**src/rtl/data_sync_tx.sv**
```systemverilog
// Source side of a 4-phase req/ack bus synchronizer: word held on unsync_bus, level request on bus_enable.
// Accept-to-tx_done is at least 4+2*NUM_STAGES cycles; in_ready stays low from accept until the handshake closes.

module data_sync_tx #(
    parameter int BUS_WIDTH  = 8,
    parameter int NUM_STAGES = 2
) (
    input  logic                 clk,
    input  logic                 rst,
    input  logic [BUS_WIDTH-1:0] in_data,
    input  logic                 in_valid,
    output logic                 in_ready,
    input  logic                 bus_ack,
    output logic [BUS_WIDTH-1:0] unsync_bus,
    output logic                 bus_enable,
    output logic                 tx_done
);

    generate
        if (NUM_STAGES < 2) begin : g_bad_stages
            $error("data_sync_tx: NUM_STAGES must be at least 2");
        end
    endgenerate

    typedef enum logic [1:0] {
        IDLE  = 2'd0,
        SETUP = 2'd1,
        REQ   = 2'd2,
        REL   = 2'd3
    } state_t;

    state_t                state;
    state_t                state_nxt;
    logic [NUM_STAGES-1:0] ack_sync;
    logic                  ack_s;
    logic                  accept;
    logic                  bus_enable_nxt;
    logic                  tx_done_nxt;

    // Only the last synchronizer stage is allowed to feed logic.
    always_ff @(posedge clk or negedge rst) begin
        if (!rst) begin
            ack_sync <= '0;
        end else begin
            ack_sync <= {ack_sync[NUM_STAGES-2:0], bus_ack};
        end
    end

    assign ack_s    = ack_sync[NUM_STAGES-1];
    assign in_ready = (state == IDLE) && !ack_s;
    assign accept   = in_valid && in_ready;

    always_comb begin
        state_nxt      = state;
        bus_enable_nxt = bus_enable;
        tx_done_nxt    = 1'b0;
        case (state)
            IDLE: begin
                bus_enable_nxt = 1'b0;
                if (accept) begin
                    state_nxt = SETUP;
                end
            end
            SETUP: begin
                // One cycle of settle time for the bus before the request rises.
                state_nxt      = REQ;
                bus_enable_nxt = 1'b1;
            end
            REQ: begin
                bus_enable_nxt = 1'b1;
                if (ack_s) begin
                    state_nxt      = REL;
                    bus_enable_nxt = 1'b0;
                end
            end
            REL: begin
                bus_enable_nxt = 1'b0;
                if (!ack_s) begin
                    state_nxt   = IDLE;
                    tx_done_nxt = 1'b1;
                end
            end
            default: begin
                state_nxt      = IDLE;
                bus_enable_nxt = 1'b0;
            end
        endcase
    end

    always_ff @(posedge clk or negedge rst) begin
        if (!rst) begin
            state      <= IDLE;
            bus_enable <= 1'b0;
            tx_done    <= 1'b0;
        end else begin
            state      <= state_nxt;
            bus_enable <= bus_enable_nxt;
            tx_done    <= tx_done_nxt;
        end
    end

    // The bus only ever loads on accept, so it is frozen for the whole handshake.
    always_ff @(posedge clk or negedge rst) begin
        if (!rst) begin
            unsync_bus <= '0;
        end else if (accept) begin
            unsync_bus <= in_data;
        end
    end

endmodule

```
**config.mk**
```make
export PLATFORM = sky130hd
export DESIGN_NAME = data_sync_tx
export DESIGN_NICKNAME = d
export VERILOG_FILES = /design/src/rtl/data_sync_tx.sv
export SDC_FILE = /design/constraint.sdc
export NUM_CORES = 1
export LEC_CHECK = 0
export CAP_MARGIN = 5
export CORE_MARGIN = 4
export CORE_UTILIZATION = 30
export DETAILED_ROUTE_END_ITERATION = 7
export GPL_TIMING_DRIVEN = 0
export HOLD_SLACK_MARGIN = 0.02
export PLACE_DENSITY = 0.58
export SYNTH_ARGS = -nofsm -noshare
export SYNTH_HDL_FRONTEND = slang
export SYNTH_SLANG_ARGS = --single-unit
```
**constraint.sdc**
```tcl
create_clock -name clk -period 3.6 [get_ports clk]
set_clock_uncertainty 0.1 [all_clocks]
set_input_delay 0.54 -clock clk [delete_from_list [all_inputs] [get_ports clk]]
set_output_delay 0.54 -clock clk [all_outputs]
set_load 0.02 [all_outputs]
```
==> summary.txt, run 1 <==
Ant. Diodes: 0
Max VDD drop: 263 uV
Post-DP HPWL: 874 um
Comb power frac: 0.509
Slew Viols, Final: 0
PnR Total Power: 0.741 mW
Setup crit end kind: output port
Synth Warn #: 0
Fill cell count: 203
Vias per inst: 4.16
Synth area leaders: dfrtp_1, mux2_2, ha_1
Final Hold Viols: 0
GRT Total Usage: 0.0857
Synth unique cells: 14
Final setup fails: 0
Max clock buf depth: 2
Ports: 23
First-pass DRT Iterations: 2
Setup bufs post-CTS: 0
Antenna violations before repair: 0
CTS clk-pin slew, worst paths: 0.08 ns
Detailed Route Iter0 Violations: 2
Sequential share of the synthesized area: 0.569
Final nets: 85
Proportion of layout cells with a drive suffix above 1: 0.269
Switching power total: 0.250 mW
Worst EP arrival: 1.85 ns
Setup TNS: 0 ns
Die X: 53.3 um
RSZ-0062 raised after global routing: false
Leakage power: 0.418 nW
Sw Ratio: 0.338
Overflow after GRT: 0
CTS tree: done
Core ar.: 1960 sq um
Number of global-route vias before repair: 365
Max Freq: 0.402 GHz
Max Cap Violations: 0
Via Count: 391
DIE AREA: 2840 sq um
Pin slew with the least headroom to its limit: 0.598 ns
Routed wire length: 1080 um
Status: completed
Data required time at the worst endpoint: 2.96 ns
RD Place Congestion: 0.733
PD cells: 818 nW/um^2
# hold bufs at CTS: 0
Post-Syn Area per Cell: 15.0 sq um
Num rows: 16
Slew margin rel.: 0.600
Syn Nets: 58
Clk pwr share: 0.144
Worst skew pair latency: 0.27 ns
Startpoint types: flop
Synth top area share: 0.569
Port bufs: 22
DRC Markers: 0
First-pass GRT wire length: 1680 um
Largest net degree at the start of global routing: 15
Flop pwr share: 0.347
Hold Path Class: flop to flop
Post-Syn Area: 616 sq um
Cts bufs inserted: 3
CP Max Fanout: 4
Clock root buffer: clkbuf_4
Antenna Nets Post-Route: 0
Final Core Density: 0.462
WS Path Type: flop to output port
Starting density of the core: 0.314
H-tree depth: 1
Final Cycle Share: 0.692
Synth-to-layout area growth: 47.2%
Post_cts resized: 0
Sink Count: 14
Die Height: 53.3 um
Min Tclk post-route: 2.49 ns
Largest area contributor in the netlist: dfrtp_1
WL/cell: 11.5 um
Yosys reg bits: 14
Internal power: 0.491 mW
Syn Inst Count: 41
final cells by class:
class	count	area, sq um	area share
clock buffers	4	36.3	0.0401
inverters	3	11.3	0.0124
multi-input cells	24	254	0.280
flip-flops and latches	14	350	0.387
well taps	27	33.8	0.0373
repair buffers	22	220	0.243
through the flow:
stage | worst slack [ns] | area [sq um] | hold slack, ns | cells
floorplan | 2.03 | 616 | 0.144 | 41
global placement | 1.41 | 870 | 0.232 | 90
detailed placement | 1.37 | 870 | 0.235 | 90
CTS | 1.06 | 906 | 0.255 | 94
global route | 0.973 | 906 | 0.274 | 94
finish | 1.11 | 906 | 0.252 | 94
layout by cell type, fill, tap and decap left out:
cell type	n
a21o_1	1
a21oi_2	1
and2b_2	1
clkbuf_4	3
clkbuf_8	1
clkdlybuf4s50_1	22
dfrtp_1	14
ha_1	5
inv_1	3
mux2_2	8
mux2_4	1
mux2i_1	1
nand2_4	1
nand2b_1	1
nor2_1	2
nor2b_4	1
nor3b_2	1
routing by layer:
metal / routed length [um] / up-vias / GRT usage / share of wire
li1: - / 187 / - / -
met1: 467 / 186 / 0.103 / 0.43
met2: 475 / 16 / 0.133 / 0.44
met3: 113 / 2 / 0.0254 / 0.10
met4: 19 / 0 / 0.0511 / 0.018
met5: 0 / - / 0 / 0
synth_stat cells:
cell type	n
a21o_1	1
nor3b_2	1
nand2_4	1
mux2_4	1
mux2i_1	1
and2b_2	1
ha_1	5
nand2b_1	1
inv_1	3
nor2_1	2
nor2b_4	1
dfrtp_1	14
mux2_2	8
a21oi_2	1
power groups by stage:
stage | Sequential, mW | Combinational (mW) | Clock, mW
3_5_place_dp | 0.263 | 0.383 | 0
2_1_floorplan | 0.328 | 0.157 | 0
3_3_place_gp | 0.260 | 0.375 | 0
5_1_grt | 0.269 | 0.407 | 0.124
4_1_cts | 0.259 | 0.386 | 0.115
6_report | 0.257 | 0.378 | 0.107
state kept, by name, summed over array words and instances (netlist names):
register    cells
ack_sync        2
bus_enable      1
state           2
unsync_bus      8
tx_done         1
critical path, cell delays in order (launching register included):
cell             delay (ns)
dfrtp_1                0.42
inv_1                  0.12
ha_1                   0.22
nor2b_4                0.20
clkdlybuf4s50_1        0.62
cell families (layout without fill, tap and decap cells):
| logic type | after synthesis | count (layout) | synth area share |
|---|---|---|---|
| mux | 10 | 10 | 0.187 |
| compound gates | 2 | 2 | 0.0264 |
| simple gates | 7 | 7 | 0.0976 |
| flops | 14 | 14 | 0.569 |
| fa+ha+maj | 5 | 5 | 0.102 |
| buf+inv | 3 | 29 | 0.0183 |
final timing paths:
kind                            slack (ns)  depth (start not counted)   startpoint     endpoint
worst max-delay path                  1.11                          4     state[1]     in_ready
worst min-delay path                  0.25                          0  ack_sync[0]  ack_sync[1]
worst max register to register        1.99                          5     state[1]     state[1]
worst min register to register        0.25                          0  ack_sync[0]  ack_sync[1]
max in group asynchronous             2.47                          1          rst  ack_sync[0]
min in group asynchronous             0.54                          1          rst   bus_enable
Note: power is estimated with default switching activity, not from simulation.
==> run 2: changes to the inputs <==
- PLACE_DENSITY: 0.58 -> 0.6
- clock period: 3.6 -> 2.2 ns (I/O delays scaled with it)
==> summary.txt, run 2 (synthesis gave the netlist of run 1 again) <==
Overflow after GRT: 0 (unchanged)
DIE AREA: 2840 sq um (unchanged)
Most flops, register: unsync_bus (unchanged)
Setup bufs post-CTS: 0 (unchanged)
Final setup fails: 0 (unchanged)
Via Count: 389 (was 391)
PD cells: 1350 nW/um^2 (was 818 nW/um^2)
Starting density of the core: 0.314 (unchanged)
Final Hold Viols: 0 (unchanged)
Startpoint types: flop (unchanged)
Detailed Route Iter0 Violations: 0 (was 2)
Die Height: 53.3 um (unchanged)
CTS clk-pin slew, worst paths: 0.09 ns (was 0.08 ns)
RSZ-0062 raised after global routing: false (unchanged)
Ports: 23 (unchanged)
Max Freq: 0.500 GHz
Data required time at the worst endpoint: 1.77 ns (was 2.96 ns)
Setup TNS: 0 ns (unchanged)
Fill cell count: 193 (was 203)
GRT Total Usage: 0.0887 (was 0.0857)
Clock root buffer: clkbuf_4 (unchanged)
CP Max Fanout: 4 (unchanged)
Top Registers: unsync_bus x8, ack_sync x2, state x2 (unchanged)
H-tree depth: 1 (unchanged)
WS Path Type: flop to output port (unchanged)
Reg2reg start: state[0] (was state[1])
CP delay by family, top: buffers and inverters (unchanged)
WL/cell: 11.5 um (about the same)
Cts bufs inserted: 3 (unchanged)
DRC Markers: 0 (unchanged)
Die X: 53.3 um (unchanged)
Max clock buf depth: 2 (unchanged)
Post-DP HPWL: 855 um (was 874 um)
Worst EP arrival: 1.57 ns (was 1.85 ns)
Largest register FFs: 8 (unchanged)
Pin slew with the least headroom to its limit: 0.611 ns (was 0.598 ns)
Vias per inst: 4.14 (was 4.16)
CP max-delay cell: dfrtp_1 (was clkdlybuf4s50_1)
Setup crit end kind: output port (unchanged)
Max VDD drop: 399 uV (was 263 uV)
Num rows: 16 (unchanged)
Crit path cell chain: inv_1 > ha_1 > nor2b_4 > dlygate4sd2_1 (was inv_1 > ha_1 > nor2b_4 > clkdlybuf4s50_1)
Antenna violations before repair: 0 (unchanged)
First-pass DRT Iterations: 1 (was 2)
Slew Viols, Final: 0 (unchanged)
RD Place Congestion: 0.672 (was 0.733)
Core ar.: 1960 sq um (unchanged)
Antenna Nets Post-Route: 0 (unchanged)
Synth-to-layout area growth: 47.0% (was 47.2%)
PnR Total Power: 1.22 mW (was 0.741 mW)
Final Cycle Share: 0.910
Ant. Diodes: 0 (unchanged)
Status: completed (unchanged)
CTS tree: done (unchanged)
Port bufs: 22 (unchanged)
Final nets: 85 (unchanged)
Sink Count: 14 (unchanged)
CP Launch Point: state[0] (was state[1])
Max Cap Violations: 0 (unchanged)
Slew margin rel.: 0.591 (was 0.600)
First-pass GRT wire length: 1730 um (was 1680 um)
Worst path max stage delay: 0.41 ns (was 0.62 ns)
Min Tclk post-route: 2.00 ns
Worst Hold Launch: ack_sync[0] (unchanged)
Hold Path Class: flop to flop (unchanged)
WP buf/inv: 2 (unchanged)
Worst skew pair latency: 0.27 ns (about the same)
Largest net degree at the start of global routing: 15 (unchanged)
Routed wire length: 1080 um (about the same)
Commonest non-fill, non-tap cell in the layout: clkdlybuf4s50_1 (unchanged)
Leakage power: 0.422 nW (was 0.418 nW)
Number of global-route vias before repair: 377 (was 365)
Proportion of layout cells with a drive suffix above 1: 0.269 (unchanged)
Most frequent cells in the layout: clkdlybuf4s50_1, dfrtp_1, mux2_2 (unchanged)
# hold bufs at CTS: 0 (unchanged)
==> run 2: where the power goes <==
| part | internal (mW) | total, mW | switching [mW] |
|---|---|---|---|
| clock network | 0.101 | 0.185 | 0.0842 |
| logic | 0.331 | 0.608 | 0.277 |
| registers | 0.367 | 0.425 | 0.0573 |
| total | 0.799 | 1.22 | 0.418 |
==> run 2: final cells by class <==
| type | instances | area, sq um | share of cell area |
|---|---|---|---|
| Clock buffer | 4 | 36.3 | 0.0401 |
| Inverter | 3 | 11.3 | 0.0124 |
| Multi-Input combinational cell | 24 | 254 | 0.281 |
| Sequential cell | 14 | 350 | 0.387 |
| Tap cell | 27 | 33.8 | 0.0373 |
| Timing Repair Buffer | 22 | 219 | 0.242 |
==> run 2: what timing repair did <==
item	in CTS	in global routing
setup endpoints to repair	1	0
hold endpoints to repair	0	0
resized for setup	1	0
==> run 2: final timing paths <==
path	cells past startpoint	slack [ns]	to
worst max register to register	5	0.63	state[1]
min in group asynchronous	1	0.33	bus_enable
worst min register to register	0	0.26	ack_sync[1]
worst max-delay path	4	0.20	in_ready
worst min-delay path	0	0.26	ack_sync[1]
max in group asynchronous	1	1.27	unsync_bus[6]
==> run 2: routing by layer <==
layer / vias up / share of wire / GRT usage
met5: - / 0 / 0
met4: 0 / 0.017 / 0.0766
met3: 2 / 0.057 / 0.0197
met2: 11 / 0.52 / 0.133
met1: 191 / 0.40 / 0.105
li1: 185 / - / -
==> run 2: metrics by stage <==
stage               instance area (sq um)  hold slack, ns  std cells  utilization  setup WS (ns)
global placement                      870           0.237         90        0.443          0.221
finish                                905           0.263         94        0.461          0.198
global route                          905           0.268         94        0.461         0.0858
floorplan                             616         -0.0656         41            -          0.666
detailed placement                    870           0.244         90        0.443          0.224
CTS                                   905           0.264         94        0.461          0.175
==> run 2: worst register-to-register path, stage by stage, from the launching register on <==
cell      delay, ns
dfrtp_1        0.41
inv_1          0.13
ha_1           0.23
nand2b_1       0.09
a21oi_2        0.21
mux2_4         0.31
==> run 3: changes to the inputs <==
- CORE_ASPECT_RATIO: not set -> 1.2
==> summary.txt, run 3 (synthesis gave the netlist of run 1 again) <==
Routed wire length: 1060 um (was 1080 um)
Leakage power: 0.422 nW (unchanged)
First-pass GRT wire length: 1730 um (about the same)
R2R Setup Slk: 0.62 ns (was 0.63 ns)
Startpoint types: flop (unchanged)
WS Path Type: flop to output port (unchanged)
Final nets: 85 (unchanged)
Switching power total: 0.420 mW (was 0.418 mW)
PnR Total Power: 1.22 mW (about the same)
Die X: 49.4 um (was 53.3 um)
CTS clk-pin slew, worst paths: 0.09 ns (about the same)
# hold bufs at CTS: 0 (unchanged)
Setup crit end kind: output port (unchanged)
Max VDD drop: 702 uV (was 399 uV)
Crit path cell chain: inv_1 > ha_1 > nor2b_4 > dlygate4sd2_1 (unchanged)
Antenna Nets Post-Route: 0 (unchanged)
Worst Hold Launch: ack_sync[0] (unchanged)
CP delay by family, top: buffers and inverters (unchanged)
Overflow after GRT: 0 (unchanged)
Vias per inst: 4.57 (was 4.14)
Max clock buf depth: 2 (unchanged)
Ports: 23 (unchanged)
H-tree depth: 1 (unchanged)
Internal power: 0.800 mW (was 0.799 mW)
Final Core Density: 0.473 (was 0.461)
Commonest non-fill, non-tap cell in the layout: clkdlybuf4s50_1 (unchanged)
Worst EP arrival: 1.56 ns (was 1.57 ns)
Proportion of layout cells with a drive suffix above 1: 0.269 (unchanged)
Synth-to-layout area growth: 45.3% (was 47.0%)
Number of global-route vias before repair: 416 (was 377)
Post_cts resized: 1 (unchanged)
Num rows: 17 (was 16)
CP Max Fanout: 4 (unchanged)
Setup TNS: 0 ns (unchanged)
Clock root buffer: clkbuf_4 (unchanged)
Sink Count: 14 (unchanged)
Die Height: 57.6 um (was 53.3 um)
Max Freq: 0.502 GHz (was 0.500 GHz)
Final Hold Viols: 0 (unchanged)
Post-DP HPWL: 831 um (was 855 um)
PD cells: 1360 nW/um^2 (was 1350 nW/um^2)
CP max-delay cell: dfrtp_1 (unchanged)
Worst R2R Path Depth: 5 (unchanged)
Top Registers: unsync_bus x8, ack_sync x2, state x2 (unchanged)
Hold Path Class: flop to flop (unchanged)
Via Count: 393 (was 389)
Ant. Diodes: 0 (unchanged)
Starting density of the core: 0.325 (was 0.314)
Status: completed (unchanged)
Largest net degree at the start of global routing: 15 (unchanged)
DIE AREA: 2840 sq um (about the same)
Detailed Route Iter0 Violations: 1 (was 0)
Fill cell count: 177 (was 193)
CTS tree: done (unchanged)
Final Cycle Share: 0.906 (was 0.910)
First-pass DRT Iterations: 3 (was 1)
Worst skew pair latency: 0.28 ns (was 0.27 ns)
Setup bufs post-CTS: 0 (unchanged)
Largest register FFs: 8 (unchanged)
Comb power frac: 0.502 (was 0.500)
Final setup fails: 0 (unchanged)
Slew margin rel.: 0.594 (was 0.591)
GRT Total Usage: 0.0813 (was 0.0887)
Core ar.: 1890 sq um (was 1960 sq um)
Antenna violations before repair: 0 (unchanged)
Reg2reg start: state[0] (unchanged)
RD Place Congestion: 0.719 (was 0.672)
Worst path max stage delay: 0.41 ns (about the same)
Port bufs: 22 (unchanged)
Pin slew with the least headroom to its limit: 0.607 ns (was 0.611 ns)
Min Tclk post-route: 1.99 ns (was 2.00 ns)
Max Cap Violations: 0 (unchanged)
Levels on crit path: 4 (unchanged)
WP buf/inv: 2 (unchanged)
Sw Ratio: 0.344 (about the same)
Most frequent cells in the layout: clkdlybuf4s50_1, dfrtp_1, mux2_2 (unchanged)
Slew Viols, Final: 0 (unchanged)
Clk pwr share: 0.149 (was 0.152)
Flop pwr share: 0.350 (was 0.349)
CP Launch Point: state[0] (unchanged)
Data required time at the worst endpoint: 1.77 ns (about the same)
RSZ-0062 raised after global routing: false (unchanged)
Crit path to: in_ready (unchanged)
WL/cell: 12.3 um (was 11.5 um)
Worst R2R End: state[1] (unchanged)
DRC Markers: 0 (unchanged)
Cts bufs inserted: 3 (unchanged)
Most flops, register: unsync_bus (unchanged)
-- run 3: cell counts in the layout (fill, tap and decap cells not counted) --
No cell type changed its count.
-- run 3: per-stage QoR --
stage	setup WS, ns	cells	hold WS (ns)	area, sq um
6_report	0.207	86	0.254	895
5_1_grt	0.105	86	0.277	895
4_1_cts	0.181	86	0.258	895
3_5_place_dp	0.231	82	0.238	860
3_3_place_gp	0.234	82	0.233	860
2_1_floorplan	0.666	41	-0.0656	616
-- run 3: cell type report --
class	count	area, sq um	share of cell area
multi-input cells	24	254	0.284
well taps	19	23.8	0.0266
flip-flops and latches	14	350	0.392
inverters	3	11.3	0.0126
repair buffers	22	219	0.245
clock buffers	4	36.3	0.0406
-- run 3: layer usage --
layer | GRT usage | share of wire
met2 | 0.125 | 0.46
met1 | 0.0934 | 0.44
met5 | 0 | 0
met3 | 0.0283 | 0.096
met4 | 0.0610 | 0
-- run 3: power by group through the flow --
| stage | logic, mW | clock network, mW | registers (mW) |
|---|---|---|---|
| floorplan | 0.257 | 0 | 0.536 |
| global placement | 0.616 | 0 | 0.425 |
| detailed placement | 0.621 | 0 | 0.432 |
| CTS | 0.622 | 0.192 | 0.428 |
| global route | 0.660 | 0.200 | 0.442 |
| finish | 0.612 | 0.182 | 0.426 |
-- run 3: how the worst min path moves through the flow --
stage | endpoint | slack, ns | depth (start not counted)
5_1_grt | ack_sync[1] | 0.28 | 0
3_5_place_dp | ack_sync[1] | 0.24 | 0
2_1_floorplan | ack_sync[0] | -0.07 | 0
3_3_place_gp | ack_sync[1] | 0.23 | 0
4_1_cts | ack_sync[1] | 0.26 | 0
6_report | ack_sync[1] | 0.25 | 0
